<file path="src/rtl/l2_ddr_scheduler_if.sv">
// DDR request/data handshake between the L2 DDR scheduler (master) and the DDR controller (slave).
interface l2_ddr_scheduler_if;
  logic        ddr_req;
  logic        ddr_req_wr;
  logic [27:0] ddr_addr;
  logic        ddr_ack;
  logic        ddr_rd_valid;
  logic        ddr_rd_ready;
  logic        ddr_wr_ready;

  modport master (
    output ddr_req, ddr_req_wr, ddr_addr, ddr_rd_ready,
    input  ddr_ack, ddr_rd_valid, ddr_wr_ready
  );

  modport slave (
    input  ddr_req, ddr_req_wr, ddr_addr, ddr_rd_ready,
    output ddr_ack, ddr_rd_valid, ddr_wr_ready
  );
endinterface

</file>
<file path="src/rtl/l2_ddr_scheduler.sv">
// Schedules L2 prefetch fills from DDR and flush drains back to DDR, one burst at a time,
// and tracks the L2 window base address. BURST_BEATS must be a power of two.
module l2_ddr_scheduler #(
  parameter logic [11:0] LOW_WATER   = 12'd512,
  parameter int          BURST_BEATS = 8
) (
  input  logic               clk_166M66,
  input  logic               mcu_sys_rst_n,
  input  logic               i_cfg_load,
  input  logic [27:0]        i_cfg_base_addr,
  input  logic               i_fill_enable,
  input  logic               i_flush_req,
  input  logic [8:0]         i_flush_lines,
  input  logic [11:0]        i_l2_unread_size,
  input  logic               i_l1ddr_rw_conflicts,
  input  logic               i_ddr_base_addr_inc,
  input  logic               i_ddr_base_addr_dec,
  output logic               o_ddr_operate_enable,
  output logic               o_ddr_rw,
  l2_ddr_scheduler_if.master ddr,
  output logic [27:0]        o_window_base,
  output logic               o_busy,
  output logic               o_flush_done
);

  localparam int                BEAT_W      = (BURST_BEATS > 1) ? $clog2(BURST_BEATS) : 1;
  localparam logic [BEAT_W-1:0] LAST_BEAT   = BEAT_W'(BURST_BEATS - 1);
  localparam logic [27:0]       BURST_BYTES = 28'(BURST_BEATS * 16);

  typedef enum logic [2:0] {
    IDLE,
    REQ_RD,
    FILL,
    REQ_WR,
    DRAIN
  } state_t;

  state_t            state;
  state_t            state_nxt;
  logic [BEAT_W-1:0] beat_cnt;
  logic [27:0]       fill_ptr;
  logic [27:0]       drain_ptr;
  logic              flush_pending;
  logic [8:0]        flush_remaining;
  logic              fill_beat;
  logic              drain_beat;
  logic              last_beat;
  logic              cfg_take;
  logic              flush_take;

  assign last_beat  = (beat_cnt == LAST_BEAT);
  assign cfg_take   = i_cfg_load && (state == IDLE) && !flush_pending;
  // A pending flush (queued or draining) shadows any further flush pulse.
  assign flush_take = i_flush_req && !flush_pending;
  assign o_busy     = (state != IDLE) || flush_pending;

  always_ff @(posedge clk_166M66 or negedge mcu_sys_rst_n) begin
    if (!mcu_sys_rst_n) begin
      state <= IDLE;
    end else begin
      state <= state_nxt;
    end
  end

  always_comb begin
    state_nxt            = state;
    ddr.ddr_req          = 1'b0;
    ddr.ddr_req_wr       = 1'b0;
    ddr.ddr_addr         = '0;
    ddr.ddr_rd_ready     = 1'b0;
    o_ddr_operate_enable = 1'b0;
    o_ddr_rw             = 1'b0;
    fill_beat            = 1'b0;
    drain_beat           = 1'b0;
    case (state)
      IDLE: begin
        if (flush_pending && !i_l1ddr_rw_conflicts) begin
          state_nxt = REQ_WR;
        end else if (i_fill_enable && (i_l2_unread_size < LOW_WATER) && !i_l1ddr_rw_conflicts) begin
          state_nxt = REQ_RD;
        end
      end
      REQ_RD: begin
        ddr.ddr_req  = 1'b1;
        ddr.ddr_addr = fill_ptr;
        if (ddr.ddr_ack) begin
          state_nxt = FILL;
        end
      end
      FILL: begin
        // Conflicts only hold off beats; the burst itself always completes.
        ddr.ddr_rd_ready     = !i_l1ddr_rw_conflicts;
        fill_beat            = ddr.ddr_rd_valid && !i_l1ddr_rw_conflicts;
        o_ddr_operate_enable = fill_beat;
        o_ddr_rw             = fill_beat;
        if (fill_beat && last_beat) begin
          state_nxt = IDLE;
        end
      end
      REQ_WR: begin
        ddr.ddr_req    = 1'b1;
        ddr.ddr_req_wr = 1'b1;
        ddr.ddr_addr   = drain_ptr;
        if (ddr.ddr_ack) begin
          state_nxt = DRAIN;
        end
      end
      DRAIN: begin
        drain_beat           = ddr.ddr_wr_ready && !i_l1ddr_rw_conflicts;
        o_ddr_operate_enable = drain_beat;
        if (drain_beat && last_beat) begin
          state_nxt = IDLE;
        end
      end
      default: begin
        state_nxt = IDLE;
      end
    endcase
  end

  always_ff @(posedge clk_166M66 or negedge mcu_sys_rst_n) begin
    if (!mcu_sys_rst_n) begin
      beat_cnt <= '0;
    end else if (fill_beat || drain_beat) begin
      beat_cnt <= last_beat ? '0 : beat_cnt + 1'b1;
    end
  end

  always_ff @(posedge clk_166M66 or negedge mcu_sys_rst_n) begin
    if (!mcu_sys_rst_n) begin
      fill_ptr  <= '0;
      drain_ptr <= '0;
    end else if (cfg_take) begin
      fill_ptr  <= i_cfg_base_addr;
      drain_ptr <= i_cfg_base_addr;
    end else begin
      if (fill_beat && last_beat) begin
        fill_ptr <= fill_ptr + BURST_BYTES;
      end
      if (drain_beat && last_beat) begin
        drain_ptr <= drain_ptr + BURST_BYTES;
      end
    end
  end

  // Window tracking runs in every state; a simultaneous inc and dec cancel out.
  always_ff @(posedge clk_166M66 or negedge mcu_sys_rst_n) begin
    if (!mcu_sys_rst_n) begin
      o_window_base <= '0;
    end else if (cfg_take) begin
      o_window_base <= i_cfg_base_addr;
    end else if (i_ddr_base_addr_inc && !i_ddr_base_addr_dec) begin
      o_window_base <= o_window_base + 28'd16;
    end else if (i_ddr_base_addr_dec && !i_ddr_base_addr_inc) begin
      o_window_base <= o_window_base - 28'd16;
    end
  end

  always_ff @(posedge clk_166M66 or negedge mcu_sys_rst_n) begin
    if (!mcu_sys_rst_n) begin
      flush_pending   <= 1'b0;
      flush_remaining <= '0;
      o_flush_done    <= 1'b0;
    end else begin
      o_flush_done <= 1'b0;
      if (flush_take) begin
        if (i_flush_lines == 9'd0) begin
          o_flush_done <= 1'b1;
        end else begin
          flush_pending   <= 1'b1;
          flush_remaining <= i_flush_lines;
        end
      end else if (drain_beat && last_beat) begin
        flush_remaining <= flush_remaining - 9'd1;
        if (flush_remaining == 9'd1) begin
          flush_pending <= 1'b0;
          o_flush_done  <= 1'b1;
        end
      end
    end
  end

endmodule

</file>
<file path="src/flat_wrapper.sv">
// flat-port wrapper written by rule: the top's interface ports become plain ports
module l2_ddr_scheduler_flat 
#(
  parameter logic [11:0] LOW_WATER   = 12'd512,
  parameter int          BURST_BEATS = 8
)
  (clk_166M66, mcu_sys_rst_n, i_cfg_load, i_cfg_base_addr, i_fill_enable, i_flush_req, i_flush_lines, i_l2_unread_size, i_l1ddr_rw_conflicts, i_ddr_base_addr_inc, i_ddr_base_addr_dec, o_ddr_operate_enable, o_ddr_rw, o_window_base, o_busy, o_flush_done, ddr_ddr_req, ddr_ddr_req_wr, ddr_ddr_addr, ddr_ddr_rd_ready, ddr_ddr_ack, ddr_ddr_rd_valid, ddr_ddr_wr_ready);
  l2_ddr_scheduler_if ddr_i ();
  input  logic clk_166M66;
  input  logic mcu_sys_rst_n;
  input  logic i_cfg_load;
  input  logic [27:0] i_cfg_base_addr;
  input  logic i_fill_enable;
  input  logic i_flush_req;
  input  logic [8:0] i_flush_lines;
  input  logic [11:0] i_l2_unread_size;
  input  logic i_l1ddr_rw_conflicts;
  input  logic i_ddr_base_addr_inc;
  input  logic i_ddr_base_addr_dec;
  output logic o_ddr_operate_enable;
  output logic o_ddr_rw;
  output logic [27:0] o_window_base;
  output logic o_busy;
  output logic o_flush_done;
  output wire logic [$bits(ddr_i.ddr_req)-1:0] ddr_ddr_req;
  output wire logic [$bits(ddr_i.ddr_req_wr)-1:0] ddr_ddr_req_wr;
  output wire logic [$bits(ddr_i.ddr_addr)-1:0] ddr_ddr_addr;
  output wire logic [$bits(ddr_i.ddr_rd_ready)-1:0] ddr_ddr_rd_ready;
  input wire logic [$bits(ddr_i.ddr_ack)-1:0] ddr_ddr_ack;
  input wire logic [$bits(ddr_i.ddr_rd_valid)-1:0] ddr_ddr_rd_valid;
  input wire logic [$bits(ddr_i.ddr_wr_ready)-1:0] ddr_ddr_wr_ready;
  assign ddr_ddr_req = ddr_i.ddr_req;
  assign ddr_ddr_req_wr = ddr_i.ddr_req_wr;
  assign ddr_ddr_addr = ddr_i.ddr_addr;
  assign ddr_ddr_rd_ready = ddr_i.ddr_rd_ready;
  assign ddr_i.ddr_ack = ddr_ddr_ack;
  assign ddr_i.ddr_rd_valid = ddr_ddr_rd_valid;
  assign ddr_i.ddr_wr_ready = ddr_ddr_wr_ready;
  l2_ddr_scheduler #(.LOW_WATER(LOW_WATER), .BURST_BEATS(BURST_BEATS)) u_core (.clk_166M66(clk_166M66), .mcu_sys_rst_n(mcu_sys_rst_n), .i_cfg_load(i_cfg_load), .i_cfg_base_addr(i_cfg_base_addr), .i_fill_enable(i_fill_enable), .i_flush_req(i_flush_req), .i_flush_lines(i_flush_lines), .i_l2_unread_size(i_l2_unread_size), .i_l1ddr_rw_conflicts(i_l1ddr_rw_conflicts), .i_ddr_base_addr_inc(i_ddr_base_addr_inc), .i_ddr_base_addr_dec(i_ddr_base_addr_dec), .o_ddr_operate_enable(o_ddr_operate_enable), .o_ddr_rw(o_ddr_rw), .ddr(ddr_i), .o_window_base(o_window_base), .o_busy(o_busy), .o_flush_done(o_flush_done));
endmodule
</file>
<file path="config.mk">
export PLATFORM = sky130hd
export DESIGN_NAME = l2_ddr_scheduler_flat
export DESIGN_NICKNAME = d
export VERILOG_FILES = /design/src/rtl/l2_ddr_scheduler_if.sv /design/src/rtl/l2_ddr_scheduler.sv /design/src/flat_wrapper.sv
export SDC_FILE = /design/constraint.sdc
export NUM_CORES = 1
export LEC_CHECK = 0
export BUFFER_PORTS_ARGS = -buffer_cell sky130_fd_sc_hd__buf_4
export CAP_MARGIN = 40
export CELL_PAD_IN_SITES_DETAIL_PLACEMENT = 1
export CELL_PAD_IN_SITES_GLOBAL_PLACEMENT = 2
export CORE_ASPECT_RATIO = 2
export CORE_UTILIZATION = 33
export DETAILED_ROUTE_END_ITERATION = 6
export PLACE_DENSITY_LB_ADDON = 0.1
export SLEW_MARGIN = 20
export SYNTH_ARGS = -nofsm -noshare
export SYNTH_HDL_FRONTEND = slang
export SYNTH_SLANG_ARGS = --single-unit
</file>
<file path="constraint.sdc">
create_clock -name clk_166M66 -period 2.7 [get_ports clk_166M66]
set_clock_uncertainty 0.2 [all_clocks]
set_input_delay 0.405 -clock clk_166M66 [delete_from_list [all_inputs] [get_ports clk_166M66]]
set_output_delay 0.405 -clock clk_166M66 [all_outputs]
set_load 0.1 [all_outputs]
</file>
# Word level (Yosys, flattened, before mapping)
# Index checks and enable logic that the tools add are counted.
dict set report word_totals {
  wordCells 92
  in_bits 60
  out_inout_bits 63
  reg_bits 101
}
dict set report classes {
  n_reduce_logical 32
  muxes 33
  n_eq_ne 12
  magnitude_cmp 1
  n_addsub 6
}
# op count
set ops {}
lappend ops {{$mux 28} 7}
lappend ops {{$add 28x8->28 const B} 2}
lappend ops {{$pmux 28 s2} 1}
lappend ops {{$add 28x5->28 const B} 1}
lappend ops {{$sub 28x5->28 const B} 1}
lappend ops {{$mux 9} 3}
lappend ops {{$mux 3} 7}
lappend ops {{$pmux 3 s5} 1}
lappend ops {{$logic_and 1x1->1} 14}
lappend ops {{$mux 1} 13}
lappend ops {{$lt 12x10->1 const B} 1}
lappend ops {{$eq 9x1->1 const B} 1}
lappend ops {{$logic_not 9->1} 1}
lappend ops {{$sub 9x1->9 const B} 1}
lappend ops {{$reduce_bool 2->1} 4}
lappend ops {{$eq 3x2->1 const B} 2}
lappend ops {{$eq 3x3->1 const B} 2}
lappend ops {{$ne 2x2->1 const B} 3}
lappend ops {{$reduce_bool 3->1} 2}
lappend ops {{$reduce_and 5->1} 1}
lappend ops {{$logic_not 1->1} 4}
lappend ops {{$ne 2x1->1 const B} 2}
lappend ops {{$add 3x1->3 const B} 1}
lappend ops {{$eq 3x1->1 const B} 1}
lappend ops {{7 further kinds} 8}

# Logic depth before layout (Yosys ltp)
dict set report depth {
  ltp_word 6
  mapped_depth 12
  mapped_depth_nobuf 11
}

# Least setup slack after synthesis
# OpenSTA, ideal clock, no wires.
dict set report synth_path {
  path_type {register to register}
  from {register u_core.state[1]}
  to {register u_core.beat_cnt[0]}
  setup_time_ps 125
  synth_period_minus_slack_ps 3837
  path_buffers 1
  t_arrival_ps 3511
  setup_slack_ps -1137
  path_stages_with_launch 5
  required_time_ps 2375
  path_cell_list {dfrtp_1 buf_1 a31oi_1 nor3_1 mux2_2}
}
dict set report synth_between {
  elab_chain_len 3
  word_cells_on_any_way 5
  classes_between {eq/ne: 2; mux: 2; reduce/logical: 1}
}
# item line_no
set synth_rtl {}
lappend synth_rtl {{start, declared} l2_ddr_scheduler.sv:38} ;# state_t state;
lappend synth_rtl {{start signal, assigned} l2_ddr_scheduler.sv:61} ;# state <= state_nxt;
lappend synth_rtl {{$eq 3x2->1 or $eq 3x3->1 (tied branches)} l2_ddr_scheduler.sv:75} ;# case (state)
lappend synth_rtl {{$mux 1} l2_ddr_scheduler.sv:75}
lappend synth_rtl {{$logic_or 1x1->1 *} l2_ddr_scheduler.sv:124} ;# end else if (fill_beat || drain_beat) begin
lappend synth_rtl {{end signal, assigned} l2_ddr_scheduler.sv:125} ;# beat_cnt <= last_beat ? '0 : beat_cnt + 1'b1;
lappend synth_rtl {{end, declared} l2_ddr_scheduler.sv:40} ;# logic [BEAT_W-1:0] beat_cnt;
# Every way passes the cells marked *; elsewhere a longest branch is shown, timed or not.
# A chain may end at the register's enable or synchronous reset.

# Final worst setup path
dict set report layout_path {
  from {register u_core.state[0]}
  to {output port o_ddr_rw}
}
dict set report layout_between {
  elab_chain_len 2
}
# item line_no
set layout_rtl {}
lappend layout_rtl {{$eq 3x2->1} l2_ddr_scheduler.sv:75}
lappend layout_rtl {{$mux 1} l2_ddr_scheduler.sv:75}
lappend layout_rtl {{end, declared} flat_wrapper.sv:21} ;# output logic o_ddr_rw;
# Every way passes these cells.

==> impl_metrics.tcl <==
set metrics [dict create \
    clock_path_buffers 2 \
    io_buffer_count 113 \
    synth_seq_cells 90 \
    max_freq_ghz 0.377 \
    finalHoldViolCount 0 \
    globalRoute.totalOverflow 0 \
    n_fill_cell 2174 \
    gp_congestion 0.867 \
    maximum_number_of_pins_on_one_net_before_global_route_repair 60 \
    timing.slew.headroom_pct 62.4 \
    final_design_area_no_fill_um2 8830 \
    dp_hpwl_um 18100 \
    critical-path-slowest-cell "or4b_4" \
    min_period_ns 2.66 \
    die_height_um 195 \
    clkSinkCount 90 \
    syn_nets 810 \
    die-width_um 98.3 \
    antenna_cells_inserted 0 \
    area.sequential_um2 2250 \
    hold_crit_path_type "primary input to register" \
    ys.warnings.count 0 \
    sequential_cell_area_fraction_in_the_yosys_report_pct 36.8 \
    synth_edf_count 0 \
    grt_use_met1_pct 24.3 \
    timing.critical_path.to_type "output port" \
    setup_violations 0 \
    num-nets-final 1020 \
    total_i_o_pin_count 123 \
    finalCoreUtilization_pct 48.5 \
    most_used_dff_post_synth "dfrtp_1" \
    post-route-period-util_pct 98.4 \
    fraction_of_final_layout_cells_sized_beyond_drive_strength_1_pct 37.1 \
    timing.critical_path.slowest_cell_delay_ns 0.63 \
    tritoncts.num_buffers 9 \
    multi_input_area_um2 4080 \
    area.growth.synth_to_final_pct 44.3 \
    unrepaired_setup_endpoints_after_global_routing "yes" \
    number_of_global_route_vias_before_repair 6810 \
    grtUsageTotal_pct 24.6 \
    async_set_or_reset_flop_fraction_in_the_synthesized_netlist_pct 100 \
    postSynthAreaPerCell_um2 8.54 \
    drt_first_iter_violations 208 \
    crit_path_max_fanout 6 \
    route.detailed.wl_per_inst_um 20.0 \
    wire_length_of_the_first_global_routing_pass_um 36200 \
    worst_pin_slew_ns 0.556 \
    core_area_um2 18200 \
    failed_checks "DRC" \
    global_route.usage.met3_pct 2.91 \
    wl_um 23000 \
    dr_total_vias 6212 \
    clockRootBuffer "clkbuf_16" \
    path_class "register to output port" \
    placed_instance_area_um2 8230 \
    critPathArrivalTime_ns 2.05 \
    post_synth_inst_count 717 \
    synthDistinctLibCells 66 \
    fin_worst_hold_slack_ns 0.0440 \
    postRouteAntennaNets 0 \
    mostFrequentLayoutCell "buf_4" \
    netlist_area_pre_place_um2 6120 \
    design.die.area_um2 19100 \
    tritoncts_clock_tree "done" \
    crit_required_ns 2.10 \
    drtPass1Iterations 7 \
    clk_transition_reported_paths_ns 0.07 \
    placed_cells_incl_taps 1121 \
    start_util_pct 33.6 \
    instances_no_fill 1148 \
    commonest_non_fill_non_tap_cells_in_the_layout "buf_4, dfrtp_1, nand2_1" \
    post_drt_via_cell_ratio 5.41 \
    grtUsageMet2_pct 48.8 \
    run_status "complete, but fails checks" \
    timing.critical_path.cells "or4b_4 > buf_4 > clkinvlp_4 > and2_2 > buf_6" \
    ctsHtreeMaxLevel 3 \
    critical_path.startpoint_type "register" \
    global_route.peak_usage_layer "met2" \
    max_cap_viol_count 0 \
    drcViolationCount 7 \
    antenna_found_initial 0 \
    final-max-slew-violation-count 0 \
    worst_skew_pair.late_latency_ns 0.36 \
    placement_rows 70 \
]
==> sequential cells by signal (all words and copies together) (netlist names) <==
register	flops
u_core.beat_cnt	3
u_core.flush_pending	1
u_core.drain_ptr	24
u_core.fill_ptr	23
u_core.o_flush_done	1
u_core.o_window_base	26
u_core.flush_remaining	9
u_core.state	3
==> logic make-up after synthesis <==
kind of cell	Yosys count	share of synthesized area, %
and+or+nand+nor	282	22.9
buffers and inverters	57	4.01
xor gates and xnor gates	52	7.44
AOI/OAI and AO/OA	172	16.9
muxes	31	5.13
DFF	90	36.8
adders and majority gates	33	6.87
==> final timing paths <==
path / start / slack, ns / endpoint / depth (start not counted)
worst max-delay path: u_core.state[0]$_DFFE_PN0P_ / 0.04 / o_ddr_rw / 5
worst min-delay path: i_cfg_base_addr[2] / 0.04 / u_core.o_window_base[2]$_DFFE_PN0P_ / 3
worst max register to register: u_core.state[0]$_DFFE_PN0P_ / 0.11 / u_core.fill_ptr[26]$_DFFE_PN0P_ / 7
worst min register to register: u_core.drain_ptr[6]$_DFFE_PN0P_ / 0.28 / u_core.drain_ptr[6]$_DFFE_PN0P_ / 2
max in group asynchronous: mcu_sys_rst_n / 1.23 / u_core.o_window_base[25]$_DFFE_PN0P_ / 3
min in group asynchronous: mcu_sys_rst_n / 0.35 / u_core.drain_ptr[16]$_DFFE_PN0P_ / 2
==> metal layers <==
layer  routed length [um]  share of wire [%]
met5                    0                  0
met4                 1030                4.5
met1                 8260                 36
met2                13100                 57
met3                  559                2.4
==> worst max-delay path, delay by kind of cell (launching register included) <==
family | cells | cell delay [ns]
AND/OR/NAND/NOR | 2 | 0.77
buffers and inverters | 3 | 0.45
flip-flops | 1 | 0.47
==> synthesized netlist by cell type, drive strengths merged, types with 4 or more instances <==
cell type | instances | area (um2)
a211oi | 10 | 75.1
a21oi | 82 | 418
a31oi | 9 | 56.3
and2 | 14 | 87.6
and3 | 12 | 80.1
buf | 13 | 80.1
clkbuf | 20 | 75.1
dfrtp | 90 | 2250
ha | 32 | 400
inv | 23 | 86.3
mux2i | 28 | 280
nand2 | 73 | 274
nand3 | 22 | 110
nand4 | 11 | 68.8
nor2 | 78 | 293
nor2b | 5 | 31.3
nor3 | 28 | 140
nor4 | 11 | 105
nor4b | 4 | 35.0
o211ai | 4 | 30.0
o21ai | 33 | 165
or3 | 10 | 62.6
xnor2 | 20 | 175
xor2 | 32 | 280
==> through the flow <==
step / setup slack (ns) / TNS [ns]
after floorplan: -0.454 / -5.09
after global placement: -0.413 / -4.93
after detailed placement: -0.479 / -5.40
after CTS: -0.0180 / -0.0180
after global routing: -0.100 / -0.362
final: 0.0444 / 0
==> area by class of cell <==
class                      instances  area share, %
timing repair buffer             232           20.6
inverter                          24           1.29
sequential                        90           25.5
clock buffer                      10           2.71
tap                              216           3.06
clock inverter                     6          0.609
multi-input combinational        570           46.2
==> repair_timing <==
action	CTS	global route
gates cloned	1	0
pin swaps	12	26
setup endpoints to repair	15	32
endpoints found under the hold margin	31	0
buffers inserted	7	3
resized for setup	14	37
hold buffers	1	0
Power is not shown: default switching activity piles up to over one toggle a cycle in this logic, so the estimate is an artifact.
